**src/rtl/change_dispenser_if.sv**
```systemverilog
// Change-payout bus between the vending controller, the dispenser and the hopper driver.
// With PAYOUT_TALLY_EN defined the bus also carries the running total_paid tally.
interface change_dispenser_if #(
  parameter int AMT_W = 8
);
  logic             change_req;
  logic [AMT_W-1:0] change_amt;
  logic             hopper_ready;
  logic             coin10_empty;
  logic             pay_10;
  logic             pay_5;
  logic             busy;
  logic             done;
  logic             err;
`ifdef PAYOUT_TALLY_EN
  logic [15:0]      total_paid;
`endif

  modport master (
    output change_req, change_amt, hopper_ready, coin10_empty,
`ifdef PAYOUT_TALLY_EN
    input  total_paid,
`endif
    input  pay_10, pay_5, busy, done, err
  );

  modport slave (
    input  change_req, change_amt, hopper_ready, coin10_empty,
`ifdef PAYOUT_TALLY_EN
    output total_paid,
`endif
    output pay_10, pay_5, busy, done, err
  );
endinterface

```
**src/rtl/change_dispenser.sv**
```systemverilog
// Change payout: pays a rupee amount as Rs10 coins first, then Rs5, via eject pulses.
// Optional PAYOUT_TALLY_EN adds a saturating total_paid tally on the bus.
module change_dispenser #(
  parameter int AMT_W   = 8,
  parameter int GAP_CYC = 4
) (
  input  logic               clk,
  input  logic               reset,
  change_dispenser_if.slave  bus
);
  localparam int GW = (GAP_CYC > 1) ? $clog2(GAP_CYC) : 1;

  typedef enum logic [2:0] {S_IDLE, S_CHECK, S_PAY, S_GAP, S_DONE} state_t;

  state_t           state, state_n;
  logic [AMT_W-1:0] rem, rem_n;
  logic [GW-1:0]    gcnt, gcnt_n;
  logic             pay10_q, pay5_q, busy_q, done_q, err_q;
  logic             pay10_n, pay5_n, done_n, err_n;

  always_ff @(posedge clk) begin
    if (reset) begin
      state   <= S_IDLE;
      rem     <= '0;
      gcnt    <= '0;
      pay10_q <= 1'b0;
      pay5_q  <= 1'b0;
      busy_q  <= 1'b0;
      done_q  <= 1'b0;
      err_q   <= 1'b0;
    end else begin
      state   <= state_n;
      rem     <= rem_n;
      gcnt    <= gcnt_n;
      pay10_q <= pay10_n;
      pay5_q  <= pay5_n;
      busy_q  <= (state_n != S_IDLE);
      done_q  <= done_n;
      err_q   <= err_n;
    end
  end

  // Pulses are registered on the CHECK->PAY edge so they appear during PAY.
  always_comb begin
    state_n = state;
    rem_n   = rem;
    gcnt_n  = gcnt;
    pay10_n = 1'b0;
    pay5_n  = 1'b0;
    done_n  = 1'b0;
    err_n   = 1'b0;
    case (state)
      S_IDLE: begin
        if (bus.change_req) begin
          if ((bus.change_amt % AMT_W'(5)) != '0) begin
            err_n = 1'b1;
          end else if (bus.change_amt == '0) begin
            state_n = S_DONE;
          end else begin
            rem_n   = bus.change_amt;
            state_n = S_CHECK;
          end
        end
      end
      S_CHECK: begin
        if (rem == '0) begin
          state_n = S_DONE;
        end else if (bus.hopper_ready) begin
          state_n = S_PAY;
          if (rem >= AMT_W'(10) && !bus.coin10_empty) begin
            pay10_n = 1'b1;
            rem_n   = rem - AMT_W'(10);
          end else begin
            pay5_n  = 1'b1;
            rem_n   = rem - AMT_W'(5);
          end
        end
      end
      S_PAY: begin
        gcnt_n  = '0;
        state_n = S_GAP;
      end
      S_GAP: begin
        if (gcnt == GW'(GAP_CYC - 1)) state_n = S_CHECK;
        else                          gcnt_n  = gcnt + GW'(1);
      end
      S_DONE: begin
        done_n  = 1'b1;
        state_n = S_IDLE;
      end
      default: state_n = S_IDLE;
    endcase
  end

  assign bus.pay_10 = pay10_q;
  assign bus.pay_5  = pay5_q;
  assign bus.busy   = busy_q;
  assign bus.done   = done_q;
  assign bus.err    = err_q;

`ifdef PAYOUT_TALLY_EN
  logic [15:0] tally;
  logic [16:0] tally_sum;

  always_comb begin
    tally_sum = {1'b0, tally};
    if (pay10_q)     tally_sum = {1'b0, tally} + 17'd10;
    else if (pay5_q) tally_sum = {1'b0, tally} + 17'd5;
  end

  always_ff @(posedge clk) begin
    if (reset)                 tally <= '0;
    else if (pay10_q || pay5_q) tally <= tally_sum[16] ? 16'hFFFF : tally_sum[15:0];
  end

  assign bus.total_paid = tally;
`endif
endmodule
```
**src/flat_wrapper.sv**
```systemverilog
// flat-port wrapper written by rule: the top's interface ports become plain ports
module change_dispenser_flat 
#(
  parameter int AMT_W   = 8,
  parameter int GAP_CYC = 4
)
  (clk, reset, bus_change_req, bus_change_amt, bus_hopper_ready, bus_coin10_empty, bus_pay_10, bus_pay_5, bus_busy, bus_done, bus_err);
  change_dispenser_if #(.AMT_W(AMT_W)) bus_i ();
  input  logic clk;
  input  logic reset;
  input wire logic [$bits(bus_i.change_req)-1:0] bus_change_req;
  input wire logic [$bits(bus_i.change_amt)-1:0] bus_change_amt;
  input wire logic [$bits(bus_i.hopper_ready)-1:0] bus_hopper_ready;
  input wire logic [$bits(bus_i.coin10_empty)-1:0] bus_coin10_empty;
  output wire logic [$bits(bus_i.pay_10)-1:0] bus_pay_10;
  output wire logic [$bits(bus_i.pay_5)-1:0] bus_pay_5;
  output wire logic [$bits(bus_i.busy)-1:0] bus_busy;
  output wire logic [$bits(bus_i.done)-1:0] bus_done;
  output wire logic [$bits(bus_i.err)-1:0] bus_err;
  assign bus_i.change_req = bus_change_req;
  assign bus_i.change_amt = bus_change_amt;
  assign bus_i.hopper_ready = bus_hopper_ready;
  assign bus_i.coin10_empty = bus_coin10_empty;
  assign bus_pay_10 = bus_i.pay_10;
  assign bus_pay_5 = bus_i.pay_5;
  assign bus_busy = bus_i.busy;
  assign bus_done = bus_i.done;
  assign bus_err = bus_i.err;
  change_dispenser #(.AMT_W(AMT_W), .GAP_CYC(GAP_CYC)) u_core (.clk(clk), .reset(reset), .bus(bus_i));
endmodule
```
**config.mk**
```make
export PLATFORM = sky130hd
export DESIGN_NAME = change_dispenser_flat
export DESIGN_NICKNAME = d
export VERILOG_FILES = /design/src/rtl/change_dispenser_if.sv /design/src/rtl/change_dispenser.sv /design/src/flat_wrapper.sv
export SDC_FILE = /design/constraint.sdc
export NUM_CORES = 1
export LEC_CHECK = 0
export ABC_AREA = 0
export BUFFER_PORTS_ARGS = -buffer_cell sky130_fd_sc_hd__buf_2
export CAP_MARGIN = 20
export CORE_ASPECT_RATIO = 2
export CORE_MARGIN = 5
export CORE_UTILIZATION = 50
export CTS_BUF_LIST = sky130_fd_sc_hd__clkbuf_8 sky130_fd_sc_hd__clkbuf_16
export CTS_CLUSTER_DIAMETER = 30
export DETAILED_ROUTE_END_ITERATION = 10
export GPL_TIMING_DRIVEN = 0
export MAX_ROUTING_LAYER = met4
export PLACE_DENSITY = 0.75
export SLEW_MARGIN = 20
export SYNTH_ARGS = -nofsm -noshare
export SYNTH_HDL_FRONTEND = slang
export SYNTH_SLANG_ARGS = --single-unit
```
**constraint.sdc**
```tcl
create_clock -name clk -period 4.2 [get_ports clk]
set_input_delay 0.63 -clock clk [delete_from_list [all_inputs] [get_ports clk]]
set_output_delay 0.63 -clock clk [all_outputs]
set_load 0.05 [all_outputs]
```
=== Yosys cells after proc, flatten, opt, wreduce, memory -nomap -nowiden ===
Cells that the tools add are included.

* Add/subtract/negate cells: 3
* $mul: 0
* Divide/modulo/power cells: 1
* $lt $le $gt $ge: 1
* Equal/unequal tests: 11
* Shifts and indexed selects: 0
* Multiplexer cells: 20
* Bitwise gates (word level): 4
* Reductions and logical operators: 13

{| class="wikitable"
|+ Operators with widths
! cell !! number
|-
| $mux W8 || 6
|-
| $mux W3 || 6
|-
| $logic_not A8 Y1 || 2
|-
| $pmux W8 S2 || 1
|-
| $ne A2 B2 Y1 const B || 6
|-
| $pmux W3 S4 || 1
|-
| $ge A8 B4 Y1 const B || 1
|-
| $mod A8 B3 Y8 const B || 1
|-
| $reduce_bool A8 Y1 || 1
|-
| $sub A8 B3 Y8 const B || 1
|-
| $sub A8 B4 Y8 const B || 1
|-
| $eq A3 B2 Y1 const B || 2
|-
| $reduce_and A6 Y1 || 1
|-
| $mux W1 || 4
|-
| $not A1 Y1 || 4
|-
| $pmux W2 S2 || 1
|-
| $reduce_bool A2 Y1 || 2
|-
| $reduce_or A4 Y1 || 1
|-
| $eq A3 B1 Y1 const B || 1
|-
| $eq A3 B3 Y1 const B || 1
|-
| $logic_not A3 Y1 || 1
|-
| $reduce_bool A3 Y1 || 1
|-
| $reduce_or A3 Y1 || 1
|-
| $add A2 B1 Y2 const B || 1
|-
| other kinds (5) || 5
|}

* Bits in registers: 18
* Bits in latches: 0
* RAM bits: 0
* ROM bits: 0
* Bits of input ports: 13
* Output and inout bits: 5
* Logic and storage cells: 61
* Memories kept: 0

=== Longest topological paths before layout ===
* Depth in word-level cells: 6
* Gate-level depth with buffers: 13

=== Worst setup path after synthesis ===
Ideal clock, no wire load.

* Path kind: input-to-reg
* From: in bus_change_amt[5]
* To: reg u_core.rem[0]
* Library setup time: 0.079 ns
* Arrival time: 3.192 ns
* Data required time: 4.121 ns
* Slack: 0.929 ns
* Cell stages on the path: 12
* Path through: buf_4 -> or4b_1 -> o211ai_1 -> o31ai_1 -> nand3_1 -> inv_1 -> ha_1 -> a2111oi_0 -> a211oi_2 -> mux2i_2 -> or4_1 -> o211ai_1

* Word-level cells in the longest chain between the ends: 4

{| class="wikitable"
|+ RTL lines
! what !! RTL line !! source
|-
| from (decl) || flat_wrapper.sv:12 || <nowiki>input wire logic [$bits(bus_i.change_amt)-1:0] bus_change_amt;</nowiki>
|-
| $mod A8 B3 Y8 || change_dispenser.sv:55 || <nowiki>if ((bus.change_amt % AMT_W'(5)) != '0) begin</nowiki>
|-
| $reduce_bool A8 Y1 || change_dispenser.sv:55 ||
|-
| $ne A2 B2 Y1 (no line) || - ||
|-
| $reduce_and A6 Y1 (no line) (*) || - ||
|-
| to (signal assigned) || change_dispenser.sv:33 || <nowiki>rem <= rem_n;</nowiki>
|-
| to (decl) || change_dispenser.sv:16 || <nowiki>logic [AMT_W-1:0] rem, rem_n;</nowiki>
|}

Every way passes the cells marked *; elsewhere a longest branch is shown, timed or not.
A chain may end at the register's enable or synchronous reset.

=== Worst setup path after layout ===
* From: in bus_change_amt[5]
* To: reg u_core.rem[2]

The elaborated chain is that of the path after synthesis.

==> results.sh <==
export IMPL_yosysSeqAreaShare_pct=19.9
export IMPL_fin_skew_ns=0.00197
export IMPL_wirelength_um=4820
export IMPL_synthCells=234
export IMPL_antenna_found_initial=0
export IMPL_wire_per_inst_um=16.0
export IMPL_hold_ws_ns=0.459
export IMPL_vias=1861
export IMPL_place_detailed_hpwl_um=3870
export IMPL_syn_cell_area_mm2=0.00181
export IMPL_synthTopCellsByCount="18 x dfxtp_1, 18 x nor2_1, 16 x a21oi_1"
export IMPL_critical_path_required_ns=4.39
export IMPL_clk_latency_ns=0.26
export IMPL_synthToLayoutAreaGrowth_pct=10.6
export IMPL_synth_net_count=255
export IMPL_rr_endpoint="u_core.rem[0]"
export IMPL_synth_largest_area_cell="dfxtp_1"
export IMPL_port_buffers=15
export IMPL_regToRegSetupSlack_ns=1.75
export IMPL_holdPathStages=2
export IMPL_hold_viol=0
export IMPL_gr_total_overflow=0
export IMPL_drc_errors=0
export IMPL_synth_async_reset_ratio_pct=0
export IMPL_worstHoldEndpoint="u_core.gcnt[1]"
export IMPL_diodes=0
export IMPL_period_share_pct=86.1
export IMPL_numCtsBuffers=3
export IMPL_worstReg2RegStart="u_core.state[0]"
export IMPL_die_area_mm2=0.00500
export IMPL_power_leakage_uw=0.000791
export IMPL_cap_viol_max_count=0
export IMPL_path_clk_slew_ns=0.07
export IMPL_drive_above_1_share_pct=15.0
export IMPL_fill_cells=374
export IMPL_cts_root_buf="clkbuf_8"
export IMPL_die_width_um=52.6
export IMPL_synth_area_leaders="dfxtp_1 20%, ha_1 5.5%, a21oi_1 4.4%"
export IMPL_multiInputGateArea_mm2=0.00133
export IMPL_path_max_fanout=10
export IMPL_status="finished clean"
export IMPL_core_mm2=0.00357
export IMPL_ff_latch_area_um2=360
export IMPL_powerDensity_mw_per_mm2=269
export IMPL_yosysUniqueCellTypes=66
export IMPL_gp_congestion=0.957
export IMPL_crit_path_end_kind="register"
export IMPL_drt_iter0_markers=61
export IMPL_cts_setup_buffers=0
export IMPL_relSlewSlack_pct=56.6
export IMPL_firstDrtPassIters=4
export IMPL_finalSetupViolCount=0
export IMPL_worst_slew_pin_transition_ns=0.651
export IMPL_synth_area_per_cell_um2=7.74
export IMPL_r2r_cells=7
export IMPL_viasPerCell=6.16
export IMPL_synth_ff_type="dfxtp_1"
export IMPL_startpoint_type="input port"
export IMPL_crit_arrival_ns=3.80
export IMPL_synth_edff_count=0
export IMPL_grt_pass1_wl_um=7830
export IMPL_max_freq_mhz=277
export IMPL_ant_nets=0
export IMPL_path_class="in2reg"
export IMPL_grt_pass1_vias=1825
export IMPL_die_y_um=95.1
export IMPL_cts_tree="done"
export IMPL_htree_levels=1
export IMPL_holdBufCountCts=0
export IMPL_slew_viol_final=0
export IMPL_hp_class="reg2reg"
export IMPL_clock_sinks=18
export IMPL_yosys_area_top_type_share_pct=19.9
export IMPL_clockBufferDepth=2
export IMPL_grt_start_max_net_pins=11
export IMPL_ctsResizeCount=0
export IMPL_ios=18
export IMPL_start_util_pct=50.8
export IMPL_yosys_register_bits=18
export IMPL_setup_tns_ns=0
export IMPL_nets=275
export IMPL_rsz0062_at_grt="false"
export IMPL_ir_drop_mv=0.158
export IMPL_period_minus_slack_ns=3.62
export IMPL_yosys_warnings=0
export IMPL_fp_row_count=31
export IMPL_min_delay_start="u_core.gcnt[1]"
export IMPL_track_usage_pct=21.0
[routing by layer]
| layer | vias up | part of all wire [%] | global-route usage (%) |
|---|---|---|---|
| li1 | 924 | - | - |
| met1 | 870 | 36 | 19.1 |
| met2 | 52 | 58 | 40.0 |
| met3 | 15 | 2.5 | 1.25 |
| met4 | 0 | 3.5 | 12.8 |
| met5 | - | 0 | - |
[cell type report]
cell class / count / share of cell area, %
multi-input cells: 190 / 66.5
repair buffers: 15 / 3.75
plain buffers: 13 / 3.50
inverters: 13 / 2.44
flip-flops and latches: 18 / 18.0
clock buffers: 4 / 2.75
well taps: 49 / 3.06
[worst max-delay path, cell delays in order]
cell and delay, ns:
buf_2 0.14, buf_4 0.19, or4b_1 0.54, o211ai_1 0.11, o31ai_1 0.11, nand3_1 0.14
inv_1 0.08, ha_1 0.32, a21oi_1 0.06, and4_1 0.21, a211oi_2 0.24, mux2i_2 0.49
o21a_1 0.31, mux2i_1 0.20
[report_power, final]
part	leakage, uW	internal (uW)	switching, uW
Sequential	0.000146	180	10.3
Clock	0.0000288	83.4	59.9
Combinational	0.000617	80.6	124
[layout by cell type, fill, tap and decap left out, drive strengths merged, types with 4 or more instances in the layout]
cell type	count
nor3	15
nor4bb	5
a21oi	16
nand2b	5
buf	21
inv	12
o21ai	17
ha	8
mux2i	5
clkbuf	11
o31ai	6
nand2	12
nor2	18
xnor2	5
o211ai	4
dfxtp	18
nand3	5
and3	6
[logic make-up after synthesis]
family	Yosys count	share of synthesized area (%)
compound gates	71	28.1
xor+xnor	6	3.32
fa+ha+maj	8	5.53
buf+inv	26	6.56
flops	18	19.9
mux	6	3.59
simple gates	99	33.0
[state kept, by name, indices dropped and copies added (netlist names)]
name / cells
u_core.bus.pay_10: 1
u_core.bus.busy: 1
u_core.bus.done: 1
u_core.state: 3
u_core.bus.err: 1
u_core.rem: 8
u_core.gcnt: 2
u_core.bus.pay_5: 1
[worst max-delay path by stage]
stage,slack [ns],from,to,depth (start not counted)
CTS,0.61,bus_change_amt[5],u_core.rem[3],14
floorplan,0.93,bus_change_amt[5],u_core.rem[0],12
finish,0.58,bus_change_amt[5],u_core.rem[2],14
global route,0.37,bus_change_amt[5],u_core.rem[2],14
detailed placement,0.36,bus_change_amt[5],u_core.rem[3],14
global placement,0.37,bus_change_amt[5],u_core.rem[3],14
[stage by stage]
step                      instance area (um2)  instances  total power (uW)  worst slack (ns)  utilization, %
after floorplan                          1810        234               347             0.929               -
after global placement                   1950        298               394             0.374            54.6
after detailed placement                 1950        298               397             0.361            54.6
after CTS                                2000        302               541             0.611            56.1
after global routing                     2000        302               569             0.373            56.1
final                                    2000        302               538             0.585            56.1
Note: power is estimated with default switching activity, not from simulation.
